`config.mk`:
```
export PLATFORM = sky130hd
export DESIGN_NAME = mul8_seq_ctrl_flat
export DESIGN_NICKNAME = d
export VERILOG_FILES = /design/src/rtl/mul8_seq_ctrl_pkg.sv /design/src/rtl/mul8_seq_ctrl_if.sv /design/src/rtl/mul8_seq_ctrl_array_multiplier.sv /design/src/rtl/mul8_seq_ctrl.sv /design/src/flat_wrapper.sv
export SDC_FILE = /design/constraint.sdc
export NUM_CORES = 1
export LEC_CHECK = 0
export CELL_PAD_IN_SITES_DETAIL_PLACEMENT = 1
export CELL_PAD_IN_SITES_GLOBAL_PLACEMENT = 2
export CORE_MARGIN = 4
export CORE_UTILIZATION = 35
export DETAILED_ROUTE_END_ITERATION = 7
export PLACE_DENSITY_LB_ADDON = 0.1
export SLEW_MARGIN = 15
export SYNTH_ARGS = -nofsm -noshare
export SYNTH_HDL_FRONTEND = slang
export SYNTH_SLANG_ARGS = --single-unit
```
`constraint.sdc`:
```
create_clock -name clk -period 6.7 [get_ports clk]
set_clock_uncertainty 0.15 [all_clocks]
set_input_delay 2.01 -clock clk [delete_from_list [all_inputs] [get_ports clk]]
set_output_delay 2.01 -clock clk [all_outputs]
set_load 0.05 [all_outputs]
```
`src/rtl/mul8_seq_ctrl_pkg.sv`:
```
// rtl/mul8_seq_ctrl_pkg.sv - shared types, widths and step decode for the sequential 8x8 multiplier
package mul8_seq_ctrl_pkg;

  localparam int OPW   = 8;
  localparam int PW    = 16;
  localparam int STEPW = 2;
  localparam int NIBW  = 4;

  typedef enum logic [1:0] {
    IDLE = 2'd0,
    CALC = 2'd1,
    DONE = 2'd2
  } state_e;

  // Partial-product weight for each step: lo*lo, hi*lo, lo*hi, hi*hi.
  function automatic logic [3:0] step_shift(input logic [STEPW-1:0] step);
    case (step)
      2'd0:    step_shift = 4'd0;
      2'd1:    step_shift = 4'd4;
      2'd2:    step_shift = 4'd4;
      default: step_shift = 4'd8;
    endcase
  endfunction

endpackage

```
`src/rtl/mul8_seq_ctrl_if.sv`:
```
// rtl/mul8_seq_ctrl_if.sv - operand/result handshake bundle for the sequential multiplier
interface mul8_seq_ctrl_if;
  import mul8_seq_ctrl_pkg::*;

  logic           in_valid;
  logic           in_ready;
  logic [OPW-1:0] a;
  logic [OPW-1:0] b;
  logic           out_valid;
  logic           out_ready;
  logic [PW-1:0]  product;

  // Requester / consumer side.
  modport master (
    output in_valid, a, b, out_ready,
    input  in_ready, out_valid, product
  );

  // Multiplier side.
  modport slave (
    input  in_valid, a, b, out_ready,
    output in_ready, out_valid, product
  );

endinterface

```
`src/rtl/mul8_seq_ctrl_array_multiplier.sv`:
```
// rtl/mul8_seq_ctrl_array_multiplier.sv - 4x4 unsigned combinational array multiplier
module array_multiplier (
  input  logic [3:0] a,
  input  logic [3:0] b,
  output logic [7:0] p
);

  // Sum one AND-gated row of a per bit of b, each row weighted by its bit position.
  always_comb begin
    p = '0;
    for (int i = 0; i < 4; i++) begin
      if (b[i]) begin
        p = p + ({4'b0000, a} << i);
      end
    end
  end

endmodule

```
`src/rtl/mul8_seq_ctrl.sv`:
```
// rtl/mul8_seq_ctrl.sv - 8x8 unsigned multiplier time-sharing one 4x4 core over four cycles
module mul8_seq_ctrl
  import mul8_seq_ctrl_pkg::*;
(
  input  logic            clk,
  input  logic            rst_n,
  mul8_seq_ctrl_if.slave  bus
);

  state_e           state_q, state_d;
  logic [STEPW-1:0] step_q, step_d;
  logic [PW-1:0]    acc_q, acc_d;
  logic [OPW-1:0]   a_q, a_d;
  logic [OPW-1:0]   b_q, b_d;
  logic             in_ready_q, in_ready_d;
  logic             out_valid_q, out_valid_d;

  logic [NIBW-1:0]  a_nib;
  logic [NIBW-1:0]  b_nib;
  logic [7:0]       pp;
  logic [PW-1:0]    pp_shifted;

  // Nibble select comes from step alone: bit0 picks the a half, bit1 picks the b half.
  assign a_nib = step_q[0] ? a_q[7:4] : a_q[3:0];
  assign b_nib = step_q[1] ? b_q[7:4] : b_q[3:0];

  array_multiplier u_core (
    .a (a_nib),
    .b (b_nib),
    .p (pp)
  );

  assign pp_shifted = {8'h00, pp} << step_shift(step_q);

  // Next-state and datapath update for IDLE -> CALC x4 -> DONE -> IDLE.
  always_comb begin
    state_d     = state_q;
    step_d      = step_q;
    acc_d       = acc_q;
    a_d         = a_q;
    b_d         = b_q;
    in_ready_d  = in_ready_q;
    out_valid_d = out_valid_q;
    case (state_q)
      IDLE: begin
        if (bus.in_valid) begin
          a_d        = bus.a;
          b_d        = bus.b;
          acc_d      = '0;
          step_d     = '0;
          in_ready_d = 1'b0;
          state_d    = CALC;
        end
      end
      CALC: begin
        acc_d  = acc_q + pp_shifted;
        step_d = step_q + STEPW'(1);
        if (step_q == STEPW'(3)) begin
          out_valid_d = 1'b1;
          state_d     = DONE;
        end
      end
      DONE: begin
        if (bus.out_ready) begin
          out_valid_d = 1'b0;
          in_ready_d  = 1'b1;
          state_d     = IDLE;
        end
      end
      default: begin
        out_valid_d = 1'b0;
        in_ready_d  = 1'b1;
        state_d     = IDLE;
      end
    endcase
  end

  // State and registered handshake outputs; in_ready_q rests at 1 so IDLE is ready right after reset.
  always_ff @(posedge clk or negedge rst_n) begin
    if (!rst_n) begin
      state_q     <= IDLE;
      step_q      <= '0;
      acc_q       <= '0;
      a_q         <= '0;
      b_q         <= '0;
      in_ready_q  <= 1'b1;
      out_valid_q <= 1'b0;
    end else begin
      state_q     <= state_d;
      step_q      <= step_d;
      acc_q       <= acc_d;
      a_q         <= a_d;
      b_q         <= b_d;
      in_ready_q  <= in_ready_d;
      out_valid_q <= out_valid_d;
    end
  end

  // Gating with rst_n keeps in_ready low for the whole time reset is held.
  assign bus.in_ready  = in_ready_q & rst_n;
  assign bus.out_valid = out_valid_q;
  assign bus.product   = acc_q;

endmodule

```
`src/flat_wrapper.sv`:
```
// flat-port wrapper written by rule: the top's interface ports become plain ports
module mul8_seq_ctrl_flat import mul8_seq_ctrl_pkg::*;
  (clk, rst_n, bus_in_valid, bus_a, bus_b, bus_out_ready, bus_in_ready, bus_out_valid, bus_product);
  mul8_seq_ctrl_if bus_i ();
  input  logic clk;
  input  logic rst_n;
  input wire logic [$bits(bus_i.in_valid)-1:0] bus_in_valid;
  input wire logic [$bits(bus_i.a)-1:0] bus_a;
  input wire logic [$bits(bus_i.b)-1:0] bus_b;
  input wire logic [$bits(bus_i.out_ready)-1:0] bus_out_ready;
  output wire logic [$bits(bus_i.in_ready)-1:0] bus_in_ready;
  output wire logic [$bits(bus_i.out_valid)-1:0] bus_out_valid;
  output wire logic [$bits(bus_i.product)-1:0] bus_product;
  assign bus_i.in_valid = bus_in_valid;
  assign bus_i.a = bus_a;
  assign bus_i.b = bus_b;
  assign bus_i.out_ready = bus_out_ready;
  assign bus_in_ready = bus_i.in_ready;
  assign bus_out_valid = bus_i.out_valid;
  assign bus_product = bus_i.product;
  mul8_seq_ctrl u_core (.clk(clk), .rst_n(rst_n), .bus(bus_i));
endmodule
```
---- Yosys cells after proc, flatten, opt, wreduce, memory -nomap -nowiden ----
Index checks and enable logic that the tools add are counted.
cells by class
  add/subtract/negate cells ............... 5
  eq/ne operators ......................... 8
  shifts and indexed selects .............. 1
  multiplexer cells ....................... 21
  bitwise gates (word level) .............. 3
  reduce and logical (&&, ||, !) cells .... 9
operators by type and width
  cell                 count
  $pmux 16 s2          1
  $mux 8               3
  $add 16x16->16       1
  $mux 16              1
  $shl 8x4->16         1
  $mux 4               3
  $reduce_and 3->1     3
  $add 8x5->8          1
  $add 8x6->8          1
  $add 8x7->8          1
  $mux 2               4
  $pmux 4 s2           1
  $eq 2x2->1 const B   3
  $pmux 1 s3           2
  $pmux 2 s3           1
  $eq 2x1->1 const B   2
  $logic_not 2->1      2
  $mux 1               4
  $ne 2x2->1 const B   2
  $pmux 2 s2           1
  $reduce_and 2->1     2
  $add 2x1->2 const B  1
  $ne 2x1->1 const B   1
  $not 1->1            2
  3 further kinds      3
storage, ports and cells
  bits in registers ....................... 38
  output and inout port bits .............. 18
  logic and storage cells ................. 54

---- Logic depth before layout (Yosys ltp) ----
  depth after elaboration ................. 11
  gate-level depth with buffers ........... 35
  depth with buffers taken out ............ 34

---- Hierarchy ----
Synthesis repeated with hierarchy kept, for this count alone.
unflattened totals
  cells, all modules ...................... 361
  area, all modules ....................... 3,099.2 um2
by module, submodules not included
  module            instances  cells an instance  area each (um2)
  mul8_seq_ctrl     1          292                2,536.2
  array_multiplier  1          69                 563.0

---- Least setup slack after synthesis ----
OpenSTA, ideal clock, no wires.
  path type ............................... register to register
  start point ............................. register u_core.step_q[0]
  end point ............................... register u_core.acc_q[15], in the netlist u_core.bus.product[15]
  library setup time ...................... 0.118 ns
  data arrival time ....................... 5.871 ns
  slack ................................... 0.561 ns
  cell stages (with the launch flop) ...... 33
  cells stage by stage .................... dfrtp_1 -> buf_6 -> mux2i_4 -> nor2_1 -> ha_1 -> ha_1 -> a21oi_2 -> a21oi_2 -> a311oi_4 -> xnor2_1 -> ha_1 -> nor3_1 -> a211o_2 -> nor2_2 -> xnor2_1 -> ha_1 -> a21oi_1 -> xnor2_1 -> mux2i_1 -> nor2b_4 -> a211oi_1 -> ha_1 -> o21a_1 -> o21ai_0 -> o31ai_1 -> o21ai_0 -> nand2b_1 -> a21o_1 -> a31oi_1 -> o21ai_0 -> xnor2_1 -> nor3b_2 -> a21o_1
on the way
  word-level cells in the longest chain between the ends .. 11
  elaborated cells on any way between the ends .. 16
  those cells by class .................... add/sub: 4; eq/ne: 2; shift: 1; mux: 7; reduce/logical: 2
ends and longest elaborated chain
  item                    line                                  source
  from (decl)             mul8_seq_ctrl.sv:11                   logic [STEPW-1:0] step_q, step_d;
  from (signal assigned)  mul8_seq_ctrl.sv:90                   step_q <= step_d;
  $mux 4                  mul8_seq_ctrl.sv:24                   assign a_nib = step_q[0] ? a_q[7:4] : a_q[3:0];
  $mux 4                  mul8_seq_ctrl_array_multiplier.sv:12  if (b[i]) begin
  $add 8x5->8             mul8_seq_ctrl_array_multiplier.sv:13  p = p + ({4'b0000, a} << i);
  $mux 8                  mul8_seq_ctrl_array_multiplier.sv:12
  $add 8x6->8             mul8_seq_ctrl_array_multiplier.sv:13
  $mux 8                  mul8_seq_ctrl_array_multiplier.sv:12
  $add 8x7->8             mul8_seq_ctrl_array_multiplier.sv:13
  $mux 8                  mul8_seq_ctrl_array_multiplier.sv:12
  $shl 8x4->16 *          mul8_seq_ctrl.sv:33                   assign pp_shifted = {8'h00, pp} << step_shift(step_q);
  $add 16x16->16 *        mul8_seq_ctrl.sv:56                   acc_d = acc_q + pp_shifted;
  $pmux 16 s2 *           mul8_seq_ctrl.sv:44                   case (state_q)
  to (signal assigned)    mul8_seq_ctrl.sv:83                   acc_q <= '0;
  to (signal assigned)    mul8_seq_ctrl.sv:91                   acc_q <= acc_d;
  to (decl)               mul8_seq_ctrl.sv:12                   logic [PW-1:0] acc_q, acc_d;
Mark *: on every way between the ends. The rest lies on a longest branch, timed or not.
A chain may end at the register's enable or synchronous reset.

---- Final worst setup path ----
Same ends and word-level chain as after synthesis.

==> impl_metrics.ini <==
[route]
drt_iter0_drc = 60
viasPerCell = 5.42
drc = 0
wire_per_inst_um = 17.2
routed-via-count = 2632
routed_wl_um = 8360
ant_nets = 0
dr.pass1.iters = 4

[clock_tree]
cts-hold-fix-buffers = 0
cts_buffers = 5
worstSkewPairLatency_ns = 0.30
clockBufferDepth = 2
htreeDepth = 2
cts_tree = built
root_buffer = clkbuf_8
cts_sinks = 38
cts.reportedPaths.clkPinSlew_ns = 0.08

[place]
dp.cells = 474
dpl_worst_slack_ns = -0.142
dp_hpwl_um = 6430
portBuffers = 37
place_congestion = 0.789

[cells_and_area]
antennaDiodeCount = 0
n_fill_cell = 957
nets = 427
drive_gt1_frac = 0.239
area_growth_pct = 28.7
instances_no_fill = 486

[sta]
setup_ws_ns = 0.406
tightest_slew_ns = 0.955
hold_viol = 0
fmax_mhz = 159
setup_viol = 0
drv_slew = 0
min_period_over_period = 0.939
slew_headroom = 0.345
finalCriticalPeriod_ns = 6.29

[critical_path]
r2r_slack_ns = 0.41
max_stage_delay_ns = 0.48
crit_slowest_cell = dfrtp_2
cpMostUsedCell = xnor2_1
cp_max_fo = 10
critPathKind = flop to flop
critPathArrivalTime_ns = 6.34
end_kind = flop
reg2reg_to = u_core.bus.product[15]$_DFFE_PN0P_
crit_required_ns = 6.75
rr_worst_depth = 31
r2r_start = u_core.step_q[0]$_DFFE_PN0P_
startpoint_type = flop

[synthesis]
ys_seq_area_frac = 0.315
syn-num-nets = 366
yosysMostFrequentCell = nand2_1
synthArstFlopShare = 1.00
netlist_area_um2 = 3020
synth_edf_count = 0
ys_ff_latch = 38
yosys-top-cells-area = dfrtp_1, ha_1, mux2_2, nand2_1, xnor2_1
yosys_warnings = 0
yosysUniqueCellTypes = 56
postSynthCellCount = 319
synth_area_per_cell_um2 = 9.46
netlist.area_leader.share = 0.307
yosysTopAreaCell = dfrtp_1
yosys-top-cells-count = nand2_1, dfrtp_1, ha_1
synth_ff_type = dfrtp_1

[global_route]
grt.overflow.total = 0
track_usage = 0.170
grt_max_degree = 39
grt_pass1_vias = 2780
antenna_found_initial = 0
grt_pass1_wl_um = 13600

[job]
cap_viol_max_count = 0

[min_path]
holdCritStartpoint = u_core.a_q[0]$_DFFE_PN0P_
hp-class = flop to flop
hold_end = u_core.a_q[0]$_DFFE_PN0P_
holdPathStages = 1

[die]
fp.dieW_um = 101
pin_count = 38
core_um2 = 8300
start_util = 0.364
rows = 33
die_h_um = 101
dieArea_um2 = 10200

[outcome]
status = finished, final reports clean
[worst max-delay path: cells and delay by family (launching register included)]
kind / cells / cell delay [ns]
XOR/XNOR: 5 / 0.79
AND/OR/NAND/NOR: 4 / 0.46
flip-flops: 1 / 0.48
multiplexers: 2 / 0.50
buffers and inverters: 1 / 0.16
adder cells (fa/ha/maj): 4 / 1.04
AO/OA/AOI/OAI: 15 / 2.60
[flip-flops by register name, indices dropped and copies added (netlist names)]
name	cells
u_core.bus.out_valid	1
u_core.b_q	8
u_core.bus.product	16
u_core.step_q	2
u_core.in_ready_q	1
u_core.a_q	8
u_core.state_q	2
[final cells by class]
class,count,area [um2],share of cell area
multi-input combinational,262,2040,0.524
sequential,38,953,0.245
timing repair buffer,66,596,0.153
inverter,7,26.3,0.00676
tap,105,131,0.0338
clock buffer,6,82.6,0.0213
clock inverter,2,60.1,0.0155
[metrics by stage]
step	instance area (um2)	hold slack [ns]	setup TNS [ns]	utilization
4_1_cts	3790	0.371	0	0.457
3_3_place_gp	3640	0.348	0	0.439
2_1_floorplan	3020	0.325	0	-
6_report	3880	0.364	0	0.468
3_5_place_dp	3640	0.351	-0.142	0.439
5_1_grt	3880	0.387	-0.0150	0.468
[cell usage in the layout, fill, tap and decap left out, types with 2 or more instances in the layout]
master           count
nor3_1              10
clkdlybuf4s50_1     36
xor2_1               4
nand3_1              2
mux2_4               2
o21ai_1              3
a21o_1               9
ha_2                 3
nor2b_1              2
nand2_1             38
mux2i_1              7
o21bai_1             7
inv_2                2
nor2_2               4
nand2b_1             5
a211oi_1             4
a31oi_1              2
mux2i_4              3
and2_1               2
buf_4               28
a21oi_1             17
o22ai_1             17
mux2_2              20
dfrtp_1             36
nor2_1              18
xnor2_1             14
ha_1                23
bufinv_16            2
o21ai_0             15
inv_1                5
clkbuf_8             6
o21a_1               2
a21oi_2              3
[layer usage]
metal	vias to the layer above	global-route usage	wire [um]
li1	1294	-	-
met1	1299	0.199	3720
met4	0	0.0394	78
met3	6	0.0318	226
met2	33	0.318	4340
met5	-	0	0
[what timing repair did]
| item | CTS | global route |
|---|---|---|
| setup buffers | 0 | 4 |
| endpoints found under the setup margin | 1 | 4 |
| pin swaps | 0 | 3 |
| gates resized for setup | 2 | 12 |
[kinds of logic (layout without fill, tap and decap cells)]
kind of cell             after synthesis  count (layout)  share of synthesized area
AND/OR/NAND/NOR                       88              88                      0.136
buffers and inverters                 19              81                     0.0294
AO/OA/AOI/OAI                         95              95                      0.216
XOR/XNOR                              19              19                     0.0551
adder cells (fa/ha/maj)               28              28                      0.118
flip-flops                            38              38                      0.315
multiplexers                          32              32                      0.130
[worst max path at each step]
| stage | startpoint | end | slack (ns) |
|---|---|---|---|
| floorplan | u_core.step_q[0]$_DFFE_PN0P_ | u_core.bus.product[15]$_DFFE_PN0P_ | 0.56 |
| global placement | u_core.step_q[0]$_DFFE_PN0P_ | u_core.bus.product[15]$_DFFE_PN0P_ | 0.01 |
| detailed placement | u_core.step_q[0]$_DFFE_PN0P_ | u_core.bus.product[15]$_DFFE_PN0P_ | -0.14 |
| CTS | u_core.step_q[0]$_DFFE_PN0P_ | u_core.bus.product[15]$_DFFE_PN0P_ | 0.05 |
| global route | u_core.step_q[0]$_DFFE_PN0P_ | u_core.bus.product[15]$_DFFE_PN0P_ | -0.01 |
| finish | u_core.step_q[0]$_DFFE_PN0P_ | u_core.bus.product[15]$_DFFE_PN0P_ | 0.41 |
Power is not shown: default switching activity piles up to over one toggle a cycle in this logic, so the estimate is an artifact.
